[config.mk]
export PLATFORM = sky130hd
export DESIGN_NAME = sqrt_ctrl_flat
export DESIGN_NICKNAME = d
export VERILOG_FILES = /design/src/rtl/sqrt_ctrl_if.sv /design/src/rtl/sqrt_ctrl.sv /design/src/flat_wrapper.sv
export SDC_FILE = /design/constraint.sdc
export NUM_CORES = 1
export LEC_CHECK = 0
export CAP_MARGIN = 20
export CORE_ASPECT_RATIO = 1.75
export CORE_MARGIN = 8
export CORE_UTILIZATION = 39
export CTS_CLUSTER_SIZE = 28
export DETAILED_ROUTE_END_ITERATION = 10
export PLACE_DENSITY = 0.73
export SYNTH_ARGS = -nofsm -noshare
export SYNTH_HDL_FRONTEND = slang
export SYNTH_SLANG_ARGS = --single-unit
[constraint.sdc]
create_clock -name clk -period 1.5 [get_ports clk]
set_input_delay 0.3 -clock clk [delete_from_list [all_inputs] [get_ports clk]]
set_output_delay 0.3 -clock clk [all_outputs]
set_load 0.05 [all_outputs]
[src/rtl/sqrt_ctrl_if.sv]
// Handshake and datapath-control bundle between the square-root controller
// and its surroundings (requester plus iterative datapath).
// The slave view belongs to the controller; the master view belongs to
// whoever issues requests and hosts the datapath.
interface sqrt_ctrl_if #(
  parameter int DATA_WIDTH = 16,
  parameter int ITER_WIDTH = 8
);
  logic                  start_i;
  logic [DATA_WIDTH-1:0] valor_i;
  logic                  N_i;
  logic                  ready_o;
  logic                  busy_o;
  logic                  done_o;
  logic                  err_o;
  logic [ITER_WIDTH-1:0] iter_o;
  logic [DATA_WIDTH-1:0] valor_o;
  logic                  boot_o;
  logic                  wr_square_o;
  logic                  wr_root_o;
  logic                  muxes_o;

  modport master (
    output start_i, valor_i, N_i,
    input  ready_o, busy_o, done_o, err_o, iter_o, valor_o,
    input  boot_o, wr_square_o, wr_root_o, muxes_o
  );

  modport slave (
    input  start_i, valor_i, N_i,
    output ready_o, busy_o, done_o, err_o, iter_o, valor_o,
    output boot_o, wr_square_o, wr_root_o, muxes_o
  );
endinterface

[src/rtl/sqrt_ctrl.sv]
// Moore controller sequencing an iterative integer square-root datapath:
// IDLE -> BOOT -> (CHECK -> UPDATE)* -> CHECK -> DONE -> IDLE.
// All outputs come straight from flops; the decoded control word is
// registered from the next-state value so it lines up with the state
// register while never having a combinational path from any input.
module sqrt_ctrl #(
  parameter int DATA_WIDTH = 16,
  parameter int ITER_WIDTH = 8,
  parameter int MAX_ITER   = 255
) (
  input  logic       clk,
  input  logic       rst,
  sqrt_ctrl_if.slave bus
);

  typedef enum logic [2:0] {
    ST_IDLE   = 3'd0,
    ST_BOOT   = 3'd1,
    ST_CHECK  = 3'd2,
    ST_UPDATE = 3'd3,
    ST_DONE   = 3'd4
  } state_t;

  typedef struct packed {
    logic ready;
    logic busy;
    logic done;
    logic boot;
    logic wr_square;
    logic wr_root;
    logic muxes;
  } ctrl_t;

  localparam logic [ITER_WIDTH-1:0] MAX_ITER_C = ITER_WIDTH'(MAX_ITER);
  localparam logic [ITER_WIDTH-1:0] ITER_ONE   = {{(ITER_WIDTH-1){1'b0}}, 1'b1};
  localparam ctrl_t CTRL_IDLE = '{ready: 1'b1, busy: 1'b0, done: 1'b0, boot: 1'b0,
                                  wr_square: 1'b0, wr_root: 1'b0, muxes: 1'b0};

  // Control word seen by the datapath while the FSM sits in a given state.
  function automatic ctrl_t ctrl_decode(input state_t st);
    ctrl_t c;
    c = '{ready: 1'b0, busy: 1'b1, done: 1'b0, boot: 1'b0,
          wr_square: 1'b0, wr_root: 1'b0, muxes: 1'b0};
    case (st)
      ST_IDLE:   c = CTRL_IDLE;
      ST_BOOT:   begin c.boot = 1'b1; c.wr_square = 1'b1; c.wr_root = 1'b1; end
      ST_CHECK:  c.muxes = 1'b1;
      ST_UPDATE: begin c.wr_square = 1'b1; c.wr_root = 1'b1; end
      ST_DONE:   c.done = 1'b1;
      default:   c = CTRL_IDLE;
    endcase
    return c;
  endfunction

  state_t                state_r, state_s;
  logic [DATA_WIDTH-1:0] valor_r, valor_s;
  logic [ITER_WIDTH-1:0] iter_r,  iter_s;
  logic                  err_r,   err_s;
  ctrl_t                 ctrl_r;

  // Next-state, operand capture, iteration count and error flag.
  always_comb begin
    state_s = state_r;
    valor_s = valor_r;
    iter_s  = iter_r;
    err_s   = err_r;
    case (state_r)
      ST_IDLE: begin
        if (bus.start_i) begin
          valor_s = bus.valor_i;
          iter_s  = {ITER_WIDTH{1'b0}};
          err_s   = 1'b0;
          state_s = ST_BOOT;
        end else begin
          state_s = ST_IDLE;
        end
      end
      ST_BOOT: state_s = ST_CHECK;
      ST_CHECK: begin
        // A negative difference means the root is found; it takes priority
        // over the iteration limit so a last-step success is not an error.
        if (bus.N_i) begin
          state_s = ST_DONE;
        end else if (iter_r == MAX_ITER_C) begin
          err_s   = 1'b1;
          state_s = ST_DONE;
        end else begin
          state_s = ST_UPDATE;
        end
      end
      ST_UPDATE: begin
        // CHECK never enters UPDATE at the limit, so the hold branch only
        // guards against wrap if the state register is ever upset.
        if (iter_r != MAX_ITER_C) begin
          iter_s = iter_r + ITER_ONE;
        end else begin
          iter_s = iter_r;
        end
        state_s = ST_CHECK;
      end
      ST_DONE: state_s = ST_IDLE;
      default: state_s = ST_IDLE;
    endcase
  end

  // State, operand, counter, error and registered control outputs.
  always_ff @(posedge clk) begin
    if (rst) begin
      state_r <= ST_IDLE;
      valor_r <= {DATA_WIDTH{1'b0}};
      iter_r  <= {ITER_WIDTH{1'b0}};
      err_r   <= 1'b0;
      ctrl_r  <= CTRL_IDLE;
    end else begin
      state_r <= state_s;
      valor_r <= valor_s;
      iter_r  <= iter_s;
      err_r   <= err_s;
      ctrl_r  <= ctrl_decode(state_s);
    end
  end

  assign bus.ready_o     = ctrl_r.ready;
  assign bus.busy_o      = ctrl_r.busy;
  assign bus.done_o      = ctrl_r.done;
  assign bus.boot_o      = ctrl_r.boot;
  assign bus.wr_square_o = ctrl_r.wr_square;
  assign bus.wr_root_o   = ctrl_r.wr_root;
  assign bus.muxes_o     = ctrl_r.muxes;
  assign bus.err_o       = err_r;
  assign bus.iter_o      = iter_r;
  assign bus.valor_o     = valor_r;

endmodule
[src/flat_wrapper.sv]
// flat-port wrapper written by rule: the top's interface ports become plain ports
module sqrt_ctrl_flat 
#(
  parameter int DATA_WIDTH = 16,
  parameter int ITER_WIDTH = 8,
  parameter int MAX_ITER   = 255
)
  (clk, rst, bus_start_i, bus_valor_i, bus_N_i, bus_ready_o, bus_busy_o, bus_done_o, bus_err_o, bus_iter_o, bus_valor_o, bus_boot_o, bus_wr_square_o, bus_wr_root_o, bus_muxes_o);
  sqrt_ctrl_if #(.DATA_WIDTH(DATA_WIDTH), .ITER_WIDTH(ITER_WIDTH)) bus_i ();
  input  logic clk;
  input  logic rst;
  input wire logic [$bits(bus_i.start_i)-1:0] bus_start_i;
  input wire logic [$bits(bus_i.valor_i)-1:0] bus_valor_i;
  input wire logic [$bits(bus_i.N_i)-1:0] bus_N_i;
  output wire logic [$bits(bus_i.ready_o)-1:0] bus_ready_o;
  output wire logic [$bits(bus_i.busy_o)-1:0] bus_busy_o;
  output wire logic [$bits(bus_i.done_o)-1:0] bus_done_o;
  output wire logic [$bits(bus_i.err_o)-1:0] bus_err_o;
  output wire logic [$bits(bus_i.iter_o)-1:0] bus_iter_o;
  output wire logic [$bits(bus_i.valor_o)-1:0] bus_valor_o;
  output wire logic [$bits(bus_i.boot_o)-1:0] bus_boot_o;
  output wire logic [$bits(bus_i.wr_square_o)-1:0] bus_wr_square_o;
  output wire logic [$bits(bus_i.wr_root_o)-1:0] bus_wr_root_o;
  output wire logic [$bits(bus_i.muxes_o)-1:0] bus_muxes_o;
  assign bus_i.start_i = bus_start_i;
  assign bus_i.valor_i = bus_valor_i;
  assign bus_i.N_i = bus_N_i;
  assign bus_ready_o = bus_i.ready_o;
  assign bus_busy_o = bus_i.busy_o;
  assign bus_done_o = bus_i.done_o;
  assign bus_err_o = bus_i.err_o;
  assign bus_iter_o = bus_i.iter_o;
  assign bus_valor_o = bus_i.valor_o;
  assign bus_boot_o = bus_i.boot_o;
  assign bus_wr_square_o = bus_i.wr_square_o;
  assign bus_wr_root_o = bus_i.wr_root_o;
  assign bus_muxes_o = bus_i.muxes_o;
  sqrt_ctrl #(.DATA_WIDTH(DATA_WIDTH), .ITER_WIDTH(ITER_WIDTH), .MAX_ITER(MAX_ITER)) u_core (.clk(clk), .rst(rst), .bus(bus_i));
endmodule
==> impl_results.md, run 1 <==
* Status: finished, final reports clean
* Fin cells at 260
* Post-CTS setup buffer count at 0
* Synthesis-to-layout area growth at 77.6%
* Final Cycle Share at a little over nine tenths
* Vias in the first global route at between 1000 and 1500
* Power Total at about 2.2 mW
* Setup CP Type: reg2reg
* DRT Pass-1 Iters at 4
* Clock sink total at 34
* Slack of the critical path at about 73 ps
* Startpoint Class: flip-flop
* Primary FF master, synth: dfxtp_1
* Yosys reg bits at 34
* Synth warn at 0
* Vias at 1386
* Worst Path Arrival at ~1600 ps
* Post-synthesis mux area share at under 10%
* Cell area after synthesis at roughly 1400 sq um
* Cells after Synth at 155
* Cell type with the largest total area after synthesis: dfxtp_1
* Number of synthesized flops with an enable pin at 0
* Synth Area in XOR/XNOR at 0%
* Final net count at roughly 240
* Worst Hold Class: reg2reg
* Synth Area in Compound Gates at between 15 and 20%
* Drt drc at 0
* Critical path, cell by cell: buf_4, and3b_1, buf_4, a41oi_1, a211oi_1
* Initial detailed-routing violation count at 50
* Max Slew Vio Count at 0
* Die Area at 5750 sq um
* RSZ-0062 raised after global routing: no
* Largest family of logic cells by synthesized area: simple AND/OR/NAND/NOR gates
* Buffers added on ports at 51
* Cells after DPL at ~250
* Peak supply drop at between 1 and 1.5 mV
* Simple-gate portion of the synthesized area at 26.3%
* Post-synth cell types at 36
* Fmax achieved at 701 MHz
* Synth top area share at about half
* Highest layer used for signal routing: met4
* Main area contributors after synthesis: dfxtp_1 (50%), nand2_1 (9.8%), a21oi_1 (7.7%)
* CTS buffer count at 5
* Top delay family on crit path: compound AO/OA/AOI/OAI gates
* Initial Utilization at around 40%
* Crit path largest cell delay at 320 ps
* Met3 wire len at 471 microns
* Hold Violations, Final at 0
* Post-DP HPWL at approximately 3100 microns
* CTS tree: done
* WL/cell at ~15 microns
* Later-pin clock latency in the skew report at 290 ps
* Crit end category: flip-flop
* Lkg Pwr at between 0.9 and 1 nW
* # setup viols final at 0
* Share of cells above drive strength 1 at a little under a third
* Total wire length at between 3000 and 4000 microns
* Worst slack, placed at -310 ps
* Clock root buffer: clkbuf_8
* Slowest CP cell: dfxtp_1
* Antenna cells at 0
* Adder-cell share of the synthesized area at less than 1%
* Met1 wire length at roughly 1400 microns
* Initial antenna violation count at 0
* Core Region at between 3000 and 4000 sq um
* CP max FO at 6
* Worst Skew at approximately 8.6 ps
* Hold_buf cts at 0
* Buf/Inv on CP at 2
* Global-route wire length before repair at around 6500 microns
* Commonest cells post-synth: nand2_1 (36), dfxtp_1 (34), a21oi_1 (21)
* Final ANT Viol Nets at 0
* Crit path top cell by count: buf_4
* Mapped Avg Cell Area at around 8.9 sq um
* Overflow after GRT at 0
* Final Wtd Congestion at ~0.88
* Worst-case clock buffer depth at 2
* Routed wl met2 at between 1500 and 2000 microns
* GRT Util Overall at 14.7%
* Slew headroom at approximately three quarters
* Largest net degree at the start of global routing at 22
* Post-synthesis sequential area ratio at around half
* IO Count at 52
* Die H at ~95 microns
* Worst-path clk slew at around 70 ps
* Std-Cell Rows at 28
* Worst slew pin tran at 384 ps
* Async set or reset register ratio after synthesis at 0%
* Worst Path Required at between 1500 and 2000 ps
* Die X at between 60 and 70 microns
* Vias/cell at about 5.3
* Max_cap viols at 0
* Final Core Density at 72.5%
* Tmin final at roughly 1400 ps
* H-Tree Depth at 2
* Post-Syn Nets at 176
* Power Density at just over 900 nW/um^2
* Most common cell in the netlist: nand2_1
power by group:
| part | total [mW] | switching (mW) | internal [mW] |
|---|---|---|---|
| Sequential | 0.990 | 0.0442 | 0.945 |
| Clock | 0.707 | 0.338 | 0.369 |
| Combinational | 0.547 | 0.275 | 0.272 |
timing repair:
item | 4_1_cts | 5_1_grt
gates resized for setup | 2 | 2
setup endpoints to repair | 3 | 4
hold endpoints to repair | 0 | 0
cell families after synthesis:
kind of cell               Yosys count
AOI/OAI and AO/OA                   35
and+or+nand+nor                     69
DFF                                 34
muxes                                3
buffers and inverters               13
adders and majority gates            1
per-stage QoR:
step                hold WS (ps)  instance area, sq um  TNS, ps
floorplan                    436                  1400    -39.3
global placement             479                  2330    -6640
detailed placement           486                  2330    -7360
CTS                          496                  2430        0
global route                 518                  2440        0
finish                       492                  2440        0
worst min-delay path, delay by kind of cell, from the launching register on:
kind / cells / cell delay (ps)
DFF: 1 / 330
and+or+nand+nor: 1 / 60
AOI/OAI and AO/OA: 1 / 50
cell usage in the layout (no fill, tap or decap), types with 4 or more instances in the layout:
cell	n
dfxtp_2	6
nand3_1	4
clkdlybuf4s50_1	18
buf_12	33
nand2_1	36
buf_4	11
and3_1	4
nor2_1	5
dfxtp_1	26
clkbuf_8	6
a21oi_1	21
layer usage:
| metal | track usage [%] | up-vias |
|---|---|---|
| li1 | - | 667 |
| met5 | 0 | - |
| met2 | 23.9 | 84 |
| met3 | 8.04 | 7 |
| met4 | 6.65 | 0 |
| met1 | 14.8 | 628 |
area by class of cell:
| type | instances | area (sq um) |
|---|---|---|
| Inverter | 2 | 7.51 |
| Timing Repair Buffer | 63 | 932 |
| Clock inverter | 2 | 12.5 |
| Clock buffer | 6 | 82.6 |
| Tap cell | 45 | 56.3 |
| Multi-Input combinational cell | 108 | 653 |
| Sequential cell | 34 | 696 |
| Fill cell | 240 | 923 |
path summary, 6_finish.rpt:
path                                 startpoint                                  to  slack [ps]  cells after the start
max reg2reg        u_core.state_r[2]$_SDFF_PP0_   u_core.bus.iter_o[5]$_SDFFE_PP0P_          70                      5
min          u_core.bus.valor_o[9]$_SDFFE_PP0P_  u_core.bus.valor_o[9]$_SDFFE_PP0P_         490                      2
max                u_core.state_r[2]$_SDFF_PP0_   u_core.bus.iter_o[5]$_SDFFE_PP0P_          70                      5
min reg2reg  u_core.bus.valor_o[9]$_SDFFE_PP0P_  u_core.bus.valor_o[9]$_SDFFE_PP0P_         490                      2
registers in the layout, indices dropped and copies added, names as in the netlist:
| register | cells |
|---|---|
| u_core.state_r | 3 |
| u_core.bus.muxes_o | 1 |
| u_core.bus.valor_o | 16 |
| u_core.bus.busy_o | 1 |
| u_core.bus.ready_o | 1 |
| u_core.bus.done_o | 1 |
| u_core.bus.boot_o | 1 |
| u_core.bus.iter_o | 8 |
| u_core.bus.err_o | 1 |
| u_core.bus.wr_root_o | 1 |
No activity file was read; power rests on OpenSTA's default activity.
==> run 2: changes to the inputs <==
--- a/config.mk
+++ b/config.mk
@@ -5,6 +5,7 @@
 export SDC_FILE = /design/constraint.sdc
 export NUM_CORES = 1
 export LEC_CHECK = 0
+export ABC_CLOCK_PERIOD_IN_PS = 1500
 export CAP_MARGIN = 20
 export CORE_ASPECT_RATIO = 1.75
 export CORE_MARGIN = 8
==> results of run 2 <==
The final DEF is identical to that of run 1; final timing and power are the same.
==> RTL edit: new RTL, flow settings as in run 1 <==
`DATA_WIDTH` is set to 16 in 3 places; all go to 12.
--- a/src/rtl/sqrt_ctrl_if.sv
+++ b/src/rtl/sqrt_ctrl_if.sv
@@ -5,3 +5,3 @@
 interface sqrt_ctrl_if #(
-  parameter int DATA_WIDTH = 16,
+  parameter int DATA_WIDTH = 12,
   parameter int ITER_WIDTH = 8
--- a/src/rtl/sqrt_ctrl.sv
+++ b/src/rtl/sqrt_ctrl.sv
@@ -6,3 +6,3 @@
 module sqrt_ctrl #(
-  parameter int DATA_WIDTH = 16,
+  parameter int DATA_WIDTH = 12,
   parameter int ITER_WIDTH = 8,
--- a/src/flat_wrapper.sv
+++ b/src/flat_wrapper.sv
@@ -3,3 +3,3 @@
 #(
-  parameter int DATA_WIDTH = 16,
+  parameter int DATA_WIDTH = 12,
   parameter int ITER_WIDTH = 8,
Ports: changed (resized bus_valor_i and bus_valor_o); port bits go from 52 to 44. No check against the original RTL was run, so the function may have changed too.
==> RTL edit against run 1 <==
  * Sequential cell count fell by 4
  * Routed wire length fell by 10%
  * Setup slack got worse by 0.0050 ns
  * Global-route usage fell by 0.10 points
  * Total power fell by 11%
  * Design area fell by 14%
  * Synthesized area fell by 15%
  * Sequential power fell by 12%
  * Largest cell class unchanged
==> RTL edit: results <==
set metrics [dict create \
    intPower_mw 1.43 \
    r2r_cells 4 \
    avgRoutedWirePerCell_um 16.4 \
    largest_reg_flops 12 \
    nets 204 \
    fin_cells 216 \
    outcome "finished clean" \
    place_inst 206 \
    grt_max_degree 18 \
    worstPathMaxFanout 13 \
    grt_use_met3 0.0713 \
    fin_util 0.726 \
    ys_top_cells_by_area "dfxtp_1, nand2_1, a21oi_1" \
    placed_cell_area_um2 1960 \
    ys_types 35 \
    cp_slowest_cell "or4b_4" \
    ys_seq_area_frac 0.512 \
    buffers 57 \
    multiInputGateArea_um2 548 \
    regToRegEndpoint "u_core.bus.done_o$_SDFF_PP0_" \
    avgSynthCellArea_um2 9.02 \
    grt_pass1_vias 1234 \
    dr_wl_met3_um 324 \
    min-delay-start "u_core.bus.valor_o[10]$_SDFFE_PP0P_" \
    worst-setup-path-type "in2reg" \
    yosys.area_share.xor_xnor 0.00747 \
    drive_above_1_share 0.330 \
    clkCellAreaFrac 0.0434 \
    vias_per_cell 5.54 \
    final-nonclk-buf-share 0.388 \
    reg2reg_from "u_core.bus.iter_o[7]$_SDFFE_PP0P_" \
    synth_mux_area_frac 0.00854 \
    place.gp.congestion 0.889 \
    peakVddDrop_uv 737 \
    dp_hpwl_um 2650 \
    holdPathEnd "u_core.bus.valor_o[10]$_SDFFE_PP0P_" \
    cts.sinks 30 \
    synthAdderAreaFrac 0.0107 \
    track_usage 0.146 \
    rows 26 \
    synth-compound-area-share 0.146 \
    clkbuf_count 7 \
    grtUsageMet1 0.129 \
    met2_usage 0.257 \
    fmax_mhz 698 \
    skew_ns 0.00585 \
    synth_commonest_cells "dfxtp_1, nand2_1, a21oi_1, nor2_1, nand3_1" \
]
==> RTL edit: cell types whose count changed after synthesis, moves of 4 or more <==
| cell | before | now |
|---|---|---|
| nand2_1 | 36 | 27 |
| clkbuf_1 | 8 | 2 |
| a21oi_1 | 21 | 16 |
| nor2_1 | 5 | 10 |
| and3_1 | 5 | 1 |
| dfxtp_1 | 34 | 30 |
==> RTL edit: what timing repair did <==
action	4_1_cts	5_1_grt
buffers inserted	0	1
gates resized for setup	1	12
endpoints found under the setup margin	1	10
cloned	0	1
endpoints found under the hold margin	0	0
pin swaps	0	4
==> RTL edit: power groups by stage <==
stage / clock, mW / sequential (mW) / combinational, mW
6_report: 0.666 / 0.875 / 0.453
5_1_grt: 0.710 / 0.879 / 0.478
3_3_place_gp: 0 / 0.889 / 0.432
3_5_place_dp: 0 / 0.892 / 0.440
2_1_floorplan: 0 / 0.988 / 0.110
4_1_cts: 0.676 / 0.876 / 0.443
